`src/rtl/demux_buffered_pkg.sv`:
```
// Shared definitions for the buffered 1-to-2 demultiplexer.
package demux_buffered_pkg;

  localparam int unsigned DEMUX_DEPTH = 2;

  typedef enum logic {
    CH1 = 1'b0,
    CH2 = 1'b1
  } ch_e;

endpackage

```
`src/rtl/demux_fifo2.sv`:
```
// Two-entry FIFO with a registered head word that holds the last popped value when empty.
module demux_fifo2
  import demux_buffered_pkg::*;
#(
  parameter int width = 32
) (
  input  logic             clk,
  input  logic             rst_n,
  input  logic             push,
  input  logic             pop,
  input  logic [width-1:0] din,
  output logic [width-1:0] dout,
  output logic             full,
  output logic             empty
);

  logic [width-1:0] mem [2];
  logic             rd_ptr;
  logic             wr_ptr;
  logic [1:0]       count;
  logic             do_push;
  logic             do_pop;

  assign full    = (count == 2'(DEMUX_DEPTH));
  assign empty   = (count == 2'd0);
  assign do_push = push & ~full;
  assign do_pop  = pop & ~empty;

  always_ff @(posedge clk or negedge rst_n) begin
    if (!rst_n) begin
      for (int unsigned i = 0; i < 2; i++) mem[i] <= '0;
      rd_ptr <= 1'b0;
      wr_ptr <= 1'b0;
      count  <= '0;
      dout   <= '0;
    end else begin
      if (do_push) begin
        mem[wr_ptr] <= din;
        wr_ptr      <= ~wr_ptr;
      end
      if (do_pop) rd_ptr <= ~rd_ptr;
      case ({do_push, do_pop})
        2'b10:   count <= count + 2'd1;
        2'b01:   count <= count - 2'd1;
        default: count <= count;
      endcase
      // Head register tracks the word that will be at the front next cycle.
      if (do_push && (empty || (do_pop && count == 2'd1)))
        dout <= din;
      else if (do_pop && count == 2'd2)
        dout <= mem[~rd_ptr];
    end
  end

endmodule

```
`src/rtl/demux_buffered.sv`:
```
// 1-to-2 routing demux with a 2-entry buffer per channel.
// Define DEMUX_STATS_EN to add the per-channel delivery counters CNT1/CNT2.
module demux_buffered
  import demux_buffered_pkg::*;
#(
  parameter int width = 32
`ifdef DEMUX_STATS_EN
  , parameter int CNT_W = 16
`endif
) (
  input  logic             CLK,
  input  logic             RST,
  input  logic [width-1:0] IN,
  input  logic             IN_VALID,
  output logic             IN_READY,
  input  logic             sel,
  output logic [width-1:0] OUT1,
  output logic             OUT1_VALID,
  input  logic             OUT1_READY,
  output logic [width-1:0] OUT2,
  output logic             OUT2_VALID,
  input  logic             OUT2_READY
`ifdef DEMUX_STATS_EN
  , output logic [CNT_W-1:0] CNT1
  , output logic [CNT_W-1:0] CNT2
`endif
);

  logic full1, full2, empty1, empty2;
  logic push1, push2, pop1, pop2;

  // Readiness depends only on the selected buffer, never on consumer readiness.
  assign IN_READY   = (sel == CH2) ? ~full2 : ~full1;
  assign push1      = IN_VALID & IN_READY & (sel == CH1);
  assign push2      = IN_VALID & IN_READY & (sel == CH2);
  assign OUT1_VALID = ~empty1;
  assign OUT2_VALID = ~empty2;
  assign pop1       = OUT1_VALID & OUT1_READY;
  assign pop2       = OUT2_VALID & OUT2_READY;

  demux_fifo2 #(.width(width)) u_fifo1 (
    .clk   (CLK),
    .rst_n (RST),
    .push  (push1),
    .pop   (pop1),
    .din   (IN),
    .dout  (OUT1),
    .full  (full1),
    .empty (empty1)
  );

  demux_fifo2 #(.width(width)) u_fifo2 (
    .clk   (CLK),
    .rst_n (RST),
    .push  (push2),
    .pop   (pop2),
    .din   (IN),
    .dout  (OUT2),
    .full  (full2),
    .empty (empty2)
  );

`ifdef DEMUX_STATS_EN
  always_ff @(posedge CLK or negedge RST) begin
    if (!RST) begin
      CNT1 <= '0;
      CNT2 <= '0;
    end else begin
      if (pop1) CNT1 <= CNT1 + CNT_W'(1);
      if (pop2) CNT2 <= CNT2 + CNT_W'(1);
    end
  end
`endif

endmodule

```
`config.mk`:
```
export PLATFORM = sky130hd
export DESIGN_NAME = demux_buffered
export DESIGN_NICKNAME = d
export VERILOG_FILES = /design/src/rtl/demux_buffered_pkg.sv /design/src/rtl/demux_fifo2.sv /design/src/rtl/demux_buffered.sv
export SDC_FILE = /design/constraint.sdc
export NUM_CORES = 1
export LEC_CHECK = 0
export CAP_MARGIN = 20
export CORE_ASPECT_RATIO = 0.8
export CORE_MARGIN = 1.5
export CORE_UTILIZATION = 58
export CTS_BUF_LIST = sky130_fd_sc_hd__clkbuf_8
export DETAILED_ROUTE_END_ITERATION = 7
export PLACE_DENSITY = 0.92
export SLEW_MARGIN = 20
export SYNTH_ARGS = -nofsm -noshare
export SYNTH_HDL_FRONTEND = slang
export SYNTH_SLANG_ARGS = --single-unit
export TNS_END_PERCENT = 1
```
`constraint.sdc`:
```
create_clock -name CLK -period 2.85 [get_ports CLK]
set_clock_uncertainty 0.15 [all_clocks]
set_input_delay 0.57 -clock CLK [delete_from_list [all_inputs] [get_ports CLK]]
set_output_delay 0.57 -clock CLK [all_outputs]
set_load 0.01 [all_outputs]
```
## Word level (Yosys, flattened, before mapping)

Cells that the tools add are included.

- Add/sub/neg operators: 4
- Multiply operators: 0
- Divide/modulo/power cells: 0
- $lt $le $gt $ge: 6
- Eq/ne operators: 8
- Shifts and indexed selects: 0
- Muxes and demuxes: 19
- Bitwise logic cells: 22
- Reduce and logical (&&, ||, !) cells: 16

Operator list:

| cell | number |
|---|---|
| two-way mux 32 bit | 12 |
| bitwise mux 64 bit | 2 |
| demux 32 bit (select 1 bit) | 2 |
| bitwise AND 1 bit | 9 |
| inverter 1 bit | 9 |
| equality test 2 x 1 -> 1 bit (second input constant) | 4 |
| equality test 2 bit (second input constant) | 4 |
| >= comparator 2 bit (second input constant) | 4 |
| logical AND 1 bit | 8 |
| inverter 1 -> 2 bit | 4 |
| case mux 2 bit (2 select lines) | 2 |
| nonzero test 2 bit | 4 |
| adder 2 x 1 -> 2 bit (second input constant) | 2 |
| logical NOT 2 bit | 2 |
| less-than comparator 2 x 1 -> 1 bit (second input constant) | 2 |
| subtractor 2 x 1 -> 2 bit (second input constant) | 2 |
| logical OR 1 bit | 2 |
| two-way mux 1 bit | 1 |

- Flip-flop bits (word level): 200
- Latch bits: 0
- Bits in writable memories: 0
- Memory bits (read-only): 0
- Input bits: 38
- Output and inout bits: 67
- Logic and storage cells: 87
- Memories kept: 0

## Longest topological paths before layout

Gate-level depths: netlist of run 1.

- Word-level depth: 8
- Depth in mapped cells: 7
- Depth with buffers taken out: 5

## By module

Synthesis of run 1 repeated with hierarchy kept, for this count alone.

- Cells, all modules: 605
- Area, all modules: 8514.4 um^2

Modules (own cells, without submodules):

| module | instances | cells each | area each (um^2) | seq. area each (um^2) |
|---|---|---|---|---|
| demux_fifo2 | 2 | 299 | 4234.1 | 2502.4 |
| demux_buffered | 1 | 7 | 46.3 | 0.0 |

## Least setup slack after synthesis of run 1

No wires, ideal clock.

- Path type: register -> register
- Start: register u_fifo1.count[0]
- End: register u_fifo1.mem[33] (netlist name)
- Setup time: 0.125 ns
- Arrival time: 1.784 ns
- Required time: 2.575 ns
- Slack: 0.791 ns
- Cell stages (with the launch flop): 7
- Path buffers: 1
- Period minus slack after synthesis: 2.059 ns
- Cells stage by stage: dfrtp_1 > inv_1 > ha_1 > or3b_4 > nor2_2 > buf_2 > mux2_2

- Cells in the longest elaborated chain, start to end: 6

Ends and longest elaborated chain:

| item | RTL line | RTL |
|---|---|---|
| start: declaration | demux_fifo2.sv:20 | `logic [1:0] count;` |
| start signal: assignment | demux_fifo2.sv:43 | `2'b10: count <= count + 2'd1;` |
| start signal: assignment | demux_fifo2.sv:44 | `2'b01: count <= count - 2'd1;` |
| start signal: assignment | demux_fifo2.sv:45 | `default: count <= count;` |
| equality test 2 bit (*) | demux_fifo2.sv:24 | `assign full = (count == 2'(DEMUX_DEPTH));` |
| inverter 1 bit (*) | demux_fifo2.sv:26, demux_buffered.sv:33 |  |
| two-way mux 1 bit | demux_buffered.sv:33 | `assign IN_READY = (sel == CH2) ? ~full2 : ~full1;` |
| bitwise AND 1 bit (2 in series) | demux_buffered.sv:34 | `assign push1 = IN_VALID & IN_READY & (sel == CH1);` |
| bitwise AND 1 bit (*) | demux_fifo2.sv:26 | `assign do_push = push & ~full;` |
| end signal: indexed assignment | demux_fifo2.sv:38 | `mem[wr_ptr] <= din;` |
| end: declaration | demux_fifo2.sv:17 | `logic [width-1:0] mem [2];` |

Mark *: on every way between the ends. The rest lies on a longest branch, timed or not.
A chain may end at the register's enable or synchronous reset.

## Final worst setup path of run 1

- Start: register u_fifo1.count[0]
- End: output port IN_READY

- Cells in the longest elaborated chain, start to end: 3

Ends and longest elaborated chain:

| item | RTL line | RTL |
|---|---|---|
| equality test 2 bit | demux_fifo2.sv:24 |  |
| inverter 1 bit | demux_buffered.sv:33 |  |
| two-way mux 1 bit | demux_buffered.sv:33 |  |
| end: declaration | demux_buffered.sv:15 | `output logic IN_READY,` |

No other way between the ends.

==> results.yml, run 1 <==
detailed_routing:
  initialDrtViolationCount: 392
  first_pass_iters: 5
  vias: 5604
  avgRoutedWirePerCell_um: 21.6
  drcViolationCount: 0
  ant_nets: 0
  routed_wl_um: 19600
  vias_per_cell: 6.15
layout:
  final_nets: 759
  drive_above_1_share: 0.259
  area_growth_pct: 21.0
  fin_area_um2: 10300
  insertedDiodeCount: 0
  final_cells: 911
  mostFrequentLayoutCells: "dfrtp_1 (198), mux2_2 (125), clkdlybuf4s50_1 (103)"
  mostFrequentLayoutCell: "dfrtp_1"
place:
  dp_cells: 879
  place.gp.congestion: 0.892
  io_buffers: 104
  place_area_um2: 9870
  dp_hpwl_um: 13000
min_path:
  hold-path-endpoint: "u_fifo1.mem[37]$_DFFE_PN0P_"
  hp-class: "reg -> reg"
  hp-start: "u_fifo1.mem[37]$_DFFE_PN0P_"
  whs_path_depth: 1
floorplanning:
  start_util: 0.594
  die_w_um: 138
  ioPinCount: 105
  core_area_um2: 14300
  core.rowCount: 39
  fp.dieH_um: 111
  die-area_um2: 15400
clocking:
  cts_max_level: 4
  cts_buffers: 17
  cts.clk_slew.worst_paths_ns: 0.10
  clock_insertion_delay_worst_skew_ns: 0.47
  cts_tree: "done"
  cts_buffer_depth: 2
  clock_sinks: 200
  cts_root_buf: "clkbuf_8"
logic_synthesis:
  avgSynthCellArea_um2: 14.0
  yosysTopAreaCell: "dfrtp_1"
  synth-seq-cells: 200
  synth_area_leaders: "dfrtp_1 (59%), mux2_2 (17%), mux2i_1 (7.7%)"
  synth_cell_types: 31
  synth-async-reset-ratio: 1.00
  synth_flop_cell: "dfrtp_1"
  synth_cells: 605
  yosysSeqAreaShare: 0.589
  synth_top_area_frac: 0.589
  synth_area_um2: 8490
  yosys_warnings: 0
  synth_nets: 649
  synth_edf_count: 0
sta:
  post-route-period-util: 0.935
  finalCriticalPeriod_ns: 2.66
  clock.fmax_ghz: 0.375
  tns_ns: 0
  setup_viol: 0
  maxSlewViolCount: 0
  worst_pin_slew_ns: 0.934
  slew_headroom: 0.376
  grt_setup_unrepaired: "no"
  hold_violations: 0
critical_path:
  r2r_slack_ns: 0.33
  crit_path_end_kind: "output pin"
  reg2reg_to: "u_fifo2.dout[18]$_DFFE_PN0P_"
  worst-r2r-cell-count: 5
  r2r_start: "u_fifo2.count[0]$_DFFE_PN0P_"
  critical_path_class: "reg -> out"
  startpoint_type: "flop"
  cp_max_fo: 4
  cp.required_ns: 2.13
  worstPathArrival_ns: 1.94
global_routing:
  antenna_found_initial: 0
  gr-total-overflow: 0
  grt_max_degree: 77
  met2_usage: 0.437
  groute.usage.overall: 0.267
  use_met1: 0.360
  use_met3: 0.0527
  grt-busiest-layer: "met2"
  grt_pass1_wl_um: 32000
  grt_pass1_vias: 6013
power:
  power.density_nw_per_um2: 1150
  vdd_ir_drop_max_uv: 577
  power.leakage_uw: 0.00452
outcome:
  status: "finished, final reports clean"
job:
  maxCapViolations: 0
[repair_timing]
item	CTS	global route
hold endpoints to repair	73	0
resized for setup	0	0
setup buffers	0	0
hold buffers	1	0
[per-layer routing]
| layer | vias up | wire (µm) |
|---|---|---|
| li1 | 2443 | - |
| met1 | 2932 | 8600 |
| met2 | 190 | 9710 |
| met3 | 39 | 1030 |
| met4 | 0 | 317 |
| met5 | - | 0 |
[how the worst max path moves through the flow]
stage	cells after the start	slack (ns)	end	start
finish	4	0.19	IN_READY	u_fifo1.count[0]$_DFFE_PN0P_
global route	4	0.13	IN_READY	u_fifo1.count[0]$_DFFE_PN0P_
CTS	4	0.17	IN_READY	u_fifo1.count[0]$_DFFE_PN0P_
detailed placement	4	0.02	u_fifo2.dout[19]$_DFFE_PN0P_	sel
global placement	4	0.14	u_fifo2.dout[17]$_DFFE_PN0P_	sel
floorplan	6	0.79	u_fifo1.mem[33]$_DFFE_PN0P_	u_fifo1.count[0]$_DFFE_PN0P_
[area by class of cell]
cell class              count  area (µm²)
fillers                   898        4020
repair buffers            130        1310
flip-flops and latches    200        5010
inverters                   6        22.5
multi-input cells         360        3310
clock inverters            12         136
clock buffers              19         262
well taps                 184         230
[stage by stage]
step	power, µW	worst slack (ns)	util	hold slack (ns)
global route	12400	0.127	0.719	0.375
global placement	9570	0.141	0.690	0.320
CTS	11800	0.168	0.719	0.348
floorplan	7960	0.791	-	0.124
finish	11800	0.187	0.719	0.352
detailed placement	9950	0.0186	0.690	0.327
[critical path, cell delays in order, from the launching register on]
cell	delay, ns
dfrtp_1	0.38
inv_1	0.10
ha_1	0.30
mux2i_1	0.15
clkdlybuf4s50_1	0.55
[where the power goes]
group	internal [µW]	switching, µW
clock network	894	939
registers	4250	963
logic	2760	1980
total	7910	3880
[logic make-up (layout without fill, tap and decap cells)]
family,after synthesis,count (layout),synth area share
XOR/XNOR,8,8,0.00825
AND/OR/NAND/NOR,80,80,0.0408
AO/OA/AOI/OAI,72,72,0.0812
adder cells (fa/ha/maj),7,7,0.0100
flip-flops,200,200,0.589
multiplexers,193,193,0.246
buffers and inverters,45,167,0.0243
[flip-flops by register name, summed over array words and instances, names as in the netlist]
register	count
u_fifo2.count	2
u_fifo2.wr_ptr	1
u_fifo1.mem	64
u_fifo2.dout	32
u_fifo1.wr_ptr	1
u_fifo1.count	2
u_fifo2.mem	64
u_fifo1.dout	32
u_fifo1.rd_ptr	1
u_fifo2.rd_ptr	1
[synth_stat cells, drive strengths merged, types with 2 or more instances]
cell type	number
dfrtp	200
mux2	128
nor2	68
mux2i	65
a221o	64
buf	25
clkbuf	14
xnor2	7
ha	6
inv	6
a21oi	3
nand3b	3
o21a	2
No activity file was read; power rests on OpenSTA's default activity.
==> inputs of run 2 (changes only) <==
--- a/config.mk
+++ b/config.mk
@@ -11,6 +11,7 @@
 export CORE_UTILIZATION = 58
 export CTS_BUF_LIST = sky130_fd_sc_hd__clkbuf_8
 export DETAILED_ROUTE_END_ITERATION = 7
+export GPL_ROUTABILITY_DRIVEN = 1
 export PLACE_DENSITY = 0.92
 export SLEW_MARGIN = 20
 export SYNTH_ARGS = -nofsm -noshare
==> results of run 2 <==
Same layout as run 1: the final DEF is identical, and so are final timing and power.
==> patch 1, RTL diff (config.mk and constraints of run 2) <==
`width` is set to 32 in 2 places; all go to 48.
--- a/src/rtl/demux_fifo2.sv
+++ b/src/rtl/demux_fifo2.sv
@@ -2,7 +2,7 @@
 module demux_fifo2
   import demux_buffered_pkg::*;
 #(
-  parameter int width = 32
+  parameter int width = 48
 ) (
   input  logic             clk,
   input  logic             rst_n,
--- a/src/rtl/demux_buffered.sv
+++ b/src/rtl/demux_buffered.sv
@@ -3,7 +3,7 @@
 module demux_buffered
   import demux_buffered_pkg::*;
 #(
-  parameter int width = 32
+  parameter int width = 48
 `ifdef DEMUX_STATS_EN
   , parameter int CNT_W = 16
 `endif
Interface: changed (resized IN, OUT1 and OUT2); port bits go from 105 to 153. No check against the original RTL was run, so the function may have changed too.
==> patch 1 against run 2 <==
- final cell count is 49% higher
- die area grew 46%
- wire length up 52%
- cell area up 51%
- combinational power grew 46%
- total power up 55%
- sequential share of layout area decreased by 0.82 points
- sequential cell count grew 96
- worst setup slack worse by 0.038 ns
- synthesized area rose by 48%
- largest cell class unchanged
==> patch 1: results (changes against run 2) <==
Longest Clk Path Bufs: 3 (+1)
WHS Endpoint: u_fifo2.mem[23]
Top flop regs: u_fifo1.mem: 96 flops, u_fifo2.mem: 96 flops
Commonest cells in the netlist: dfrtp_1 (296), mux2_2 (192), nor2_1 (100)
FF-to-FF setup slack: 0.28 ns (-0.05 ns)
Critical R2R Capture: u_fifo2.dout[32]
CTS Buf Count: 45 (+28)
First-pass iteration count of the detailed router: 5 (unchanged)
1st-iter DRT viols: 681 (+74%)
GR Util met1: 37.33% (+1.4 points)
Synth cell types: 32 (+3.2%)
Register-to-Register Path Depth: 6 (+1)
Sequential element share of the synthesized area: 59.08% (+0.16 points)
Final GP Congestion: 0.7887 (-12%)
Worst hold start: u_fifo2.mem[23]
Setup repair bufs after CTS: 0 (unchanged)
Syn nets: 944 (+45%)
Synth area leaders: dfrtp_1 (59%), mux2_2 (17%), mux2i_1 (7.7%)
Status: complete, no violations
WP data arrival: 1.98 ns (+0.04 ns)
Dpl ws: 0.08490 ns (+0.06627 ns)
First-pass GRT wire length: 48.12 mm (+50%)
CTS H-tree depth: 2 (-2)
Initial antenna violation count: 1 (+1)
Worst IR Drop VDD: 0.5768 mV (-0.11%)
Crit-path leading delay family: buffers and inverters
Routed vias/inst: 6.137 (-0.24%)
Total Nets Final: 1,115 (+47%)
CTS root buf: clkbuf_8
Worst Tran Pin Value: 1.052 ns (+0.1182 ns)
Fillers: 1,288 (+43%)
Worst-skew pair later-pin latency: 0.55 ns (+0.08 ns)
Port Buf Inserts: 152 (+46%)
Pleak: 6.861 nW (+52%)
Met2 usage: 45.14% (+1.5 points)
Vias in the first global route: 8,869 (+47%)
Ratio of cells with drive above 1 in the final layout: 28.03% (+2.2 points)
Pin count of the biggest net entering global routing: 83 (+7.8%)
Cells resized by post-CTS repair: 0 (unchanged)
Clock slew at reported path FFs: 0.06 ns (-0.04 ns)
Met3 Track Usage GR: 5.217% (-0.053 points)
HPWL Detailed: 18.66 mm (+44%)
Hold Buf Count CTS: 1 (unchanged)
CP max stage delay: 0.56 ns
Gr usage total: 27.34% (+0.63 points)
Post-synth top flop: dfrtp_1
DRT Wirelength: 29.92 mm (+52%)
-- patch 1: how the worst max path moves through the flow --
stage	to	cells after the start	slack (ns)
after floorplan	u_fifo1.mem[27]	7	0.68
after global placement	u_fifo2.dout[33]	5	0.15
after detailed placement	u_fifo2.dout[5]	5	0.08
after CTS	IN_READY	4	0.14
after global routing	IN_READY	4	0.04
final	IN_READY	4	0.15
-- patch 1: cells by family after synthesis --
group,synth area share [%]
AO/OA/AOI/OAI,8.054
flip-flops,59.08
AND/OR/NAND/NOR,3.663
XOR/XNOR,0.5589
adder cells (fa/ha/maj),0.6786
buffers and inverters,2.974
multiplexers,24.99
-- patch 1: power breakdown --
part	leakage [nW]	internal [mW]	switching [mW]
clock	0.533	1.98	1.62
combinational	2.75	4.06	2.83
sequential	3.58	6.32	1.47
total	6.86	12.4	5.93
-- patch 1: per-stage QoR --
stage / hold WS [ns] / utilization, % / cells / instance area (um^2) / total power, mW
after floorplan: 0.1244 / - / 884 / 12540 / 11.76
after global placement: 0.3364 / 69.40 / 1276 / 14530 / 14.21
after detailed placement: 0.3423 / 69.40 / 1276 / 14530 / 14.65
after CTS: 0.3564 / 73.92 / 1357 / 15480 / 18.33
after global routing: 0.3658 / 73.92 / 1357 / 15480 / 19.22
final: 0.3553 / 73.94 / 1358 / 15480 / 18.28
-- patch 1: cell type report --
| type | instances | share of cell area [%] |
|---|---|---|
| clock buffers | 57 | 5.068 |
| multi-input cells | 520 | 30.97 |
| repair buffers | 186 | 12.74 |
| clock inverters | 23 | 0.9862 |
| diodes | 1 | 0.01617 |
| inverters | 6 | 0.1455 |
| flip-flops and latches | 296 | 47.90 |
| well taps | 269 | 2.174 |
-- patch 1: routing by layer --
metal	part of all wire, %	up-vias
met1	43	4330
li1	-	3610
met4	2.0	0
met5	0	-
met2	48	341
met3	6.8	53
==> patch 2, RTL diff (flow settings as in run 2) <==
Without the edit above. Build with the macro `DEMUX_STATS_EN` defined.
--- a/src/rtl/demux_buffered.sv
+++ b/src/rtl/demux_buffered.sv
@@ -1,5 +1,7 @@
 // 1-to-2 routing demux with a 2-entry buffer per channel.
 // Define DEMUX_STATS_EN to add the per-channel delivery counters CNT1/CNT2.
+`define DEMUX_STATS_EN
+
 module demux_buffered
   import demux_buffered_pkg::*;
 #(
Check against the original RTL (old outputs only; new: CNT1 and CNT2): same outputs for any inputs over 4 cycles, from zero or initial values and one cycle with RST low; that may be too few to reach the edited logic, so the function may still have changed.
==> patch 2 against run 2 <==
- cell area increased by 20%
- non-clock buffer count grew 33
- via count increased by 18%
- worst setup slack worse by 0.11 ns
- total power is 15% higher
- final cell count increased by 24%
- combinational power rose by 8.9%
- sequential cell count is 32 higher
- count of clock-buffer cells in the layout up 23
- worst hold slack got worse by 0.028 ns
- synthesized area up 17%
- wire length increased by 15%
- largest cell class unchanged
==> patch 2: results (changes against run 2) <==
Clock slew at reported path FFs: 0.06 ns (-0.04 ns)
Pleak: 5.458 nW (+21%)
Status: complete, no violations
Placed cell areas: 0.01164 mm^2 (+18%)
Pin count of the biggest net entering global routing: 86 (+12%)
Fillers: 1,099 (+22%)
WP data arrival: 2.05 ns (+0.11 ns)
CTS Buf Count: 37 (+20)
Sw frac: 32.61% (-0.32 points)
Synth area leaders: dfrtp_1 (59%), mux2_2 (14%), mux2i_1 (6.6%)
Worst IR Drop VDD: 0.5813 mV (+0.66%)
Initial antenna violation count: 1 (+1)
Worst-skew pair later-pin latency: 0.51 ns (+0.04 ns)
Per-cell routed wire length: 20.00 um (-7.3%)
Sequential element share of the synthesized area: 58.57% (-0.35 points)
Inst Count DP: 1,067 (+21%)
Syn nets: 774 (+19%)
Post-Syn Instances: 728 (+20%)
Gr usage total: 26.42% (-0.28 points)
Dpl ws: 0.03011 ns (+0.01148 ns)
Via count: 6,638 (+18%)
Synth cell types: 40 (+29%)
CTS H-tree depth: 2 (-2)
Commonest cells in the netlist: dfrtp_1 (232), mux2_2 (125), nor2_1 (71)
Vias in the first global route: 6,854 (+14%)
HPWL Detailed: 14.53 mm (+12%)
Port Buf Inserts: 136 (+31%)
Setup repair bufs after CTS: 0 (unchanged)
Max_slew headroom: 25.80% (-12 points)
Longest Clk Path Bufs: 3 (+1)
Share of flip-flops with an asynchronous set or reset: 100.0% (unchanged)
==> patch 2: area by class of cell <==
class                      count  area, um^2  area share (%)
inverter                       8       30.03          0.2442
clock buffer                  42       578.1           4.700
sequential                   232        5808           47.23
timing repair buffer         163        1647           13.39
antenna                        1       2.502         0.02035
tap                          220       275.3           2.238
clock inverter                16       68.82          0.5596
multi-input combinational    445        3889           31.62
==> patch 2: metal layers <==
metal / routed length [um] / vias up / part of all wire, % / track usage (%)
li1: - / 2954 / - / -
met1: 10270 / 3415 / 46 / 38.15
met2: 10400 / 225 / 46 / 40.19
met3: 1387 / 44 / 6.2 / 5.589
met4: 485 / 0 / 2.2 / 8.540
met5: 0 / - / 0 / 0
==> patch 2: cell families after synthesis <==
| kind of cell | count (synthesis) | synth area share [%] |
|---|---|---|
| flops | 232 | 58.57 |
| mux | 194 | 21.22 |
| simple gates | 131 | 6.122 |
| compound gates | 74 | 7.094 |
| buf+inv | 51 | 2.626 |
| xor+xnor | 38 | 3.358 |
| fa+ha+maj | 8 | 1.010 |
==> patch 2: power by group through the flow <==
stage | Sequential, mW | Clock, mW | Combinational [mW]
floorplan | 5.75 | 0 | 3.11
global placement | 5.83 | 0 | 4.96
detailed placement | 5.89 | 0 | 5.17
CTS | 5.88 | 2.60 | 5.20
global route | 6.06 | 2.78 | 5.56
finish | 5.90 | 2.55 | 5.16
==> patch 2: final timing paths <==
check / from / to / slack (ns) / cells after the start
worst min register to register: CNT2[15] / CNT2[15] / 0.32 / 1
min in group asynchronous: RST / CNT2[12] / 0.45 / 2
worst min-delay path: CNT2[15] / CNT2[15] / 0.32 / 1
worst max-delay path: u_fifo1.count[0] / IN_READY / 0.08 / 4
max in group asynchronous: RST / u_fifo2.mem[30] / 1.29 / 3
worst max register to register: u_fifo1.count[0] / u_fifo1.dout[15] / 0.30 / 6
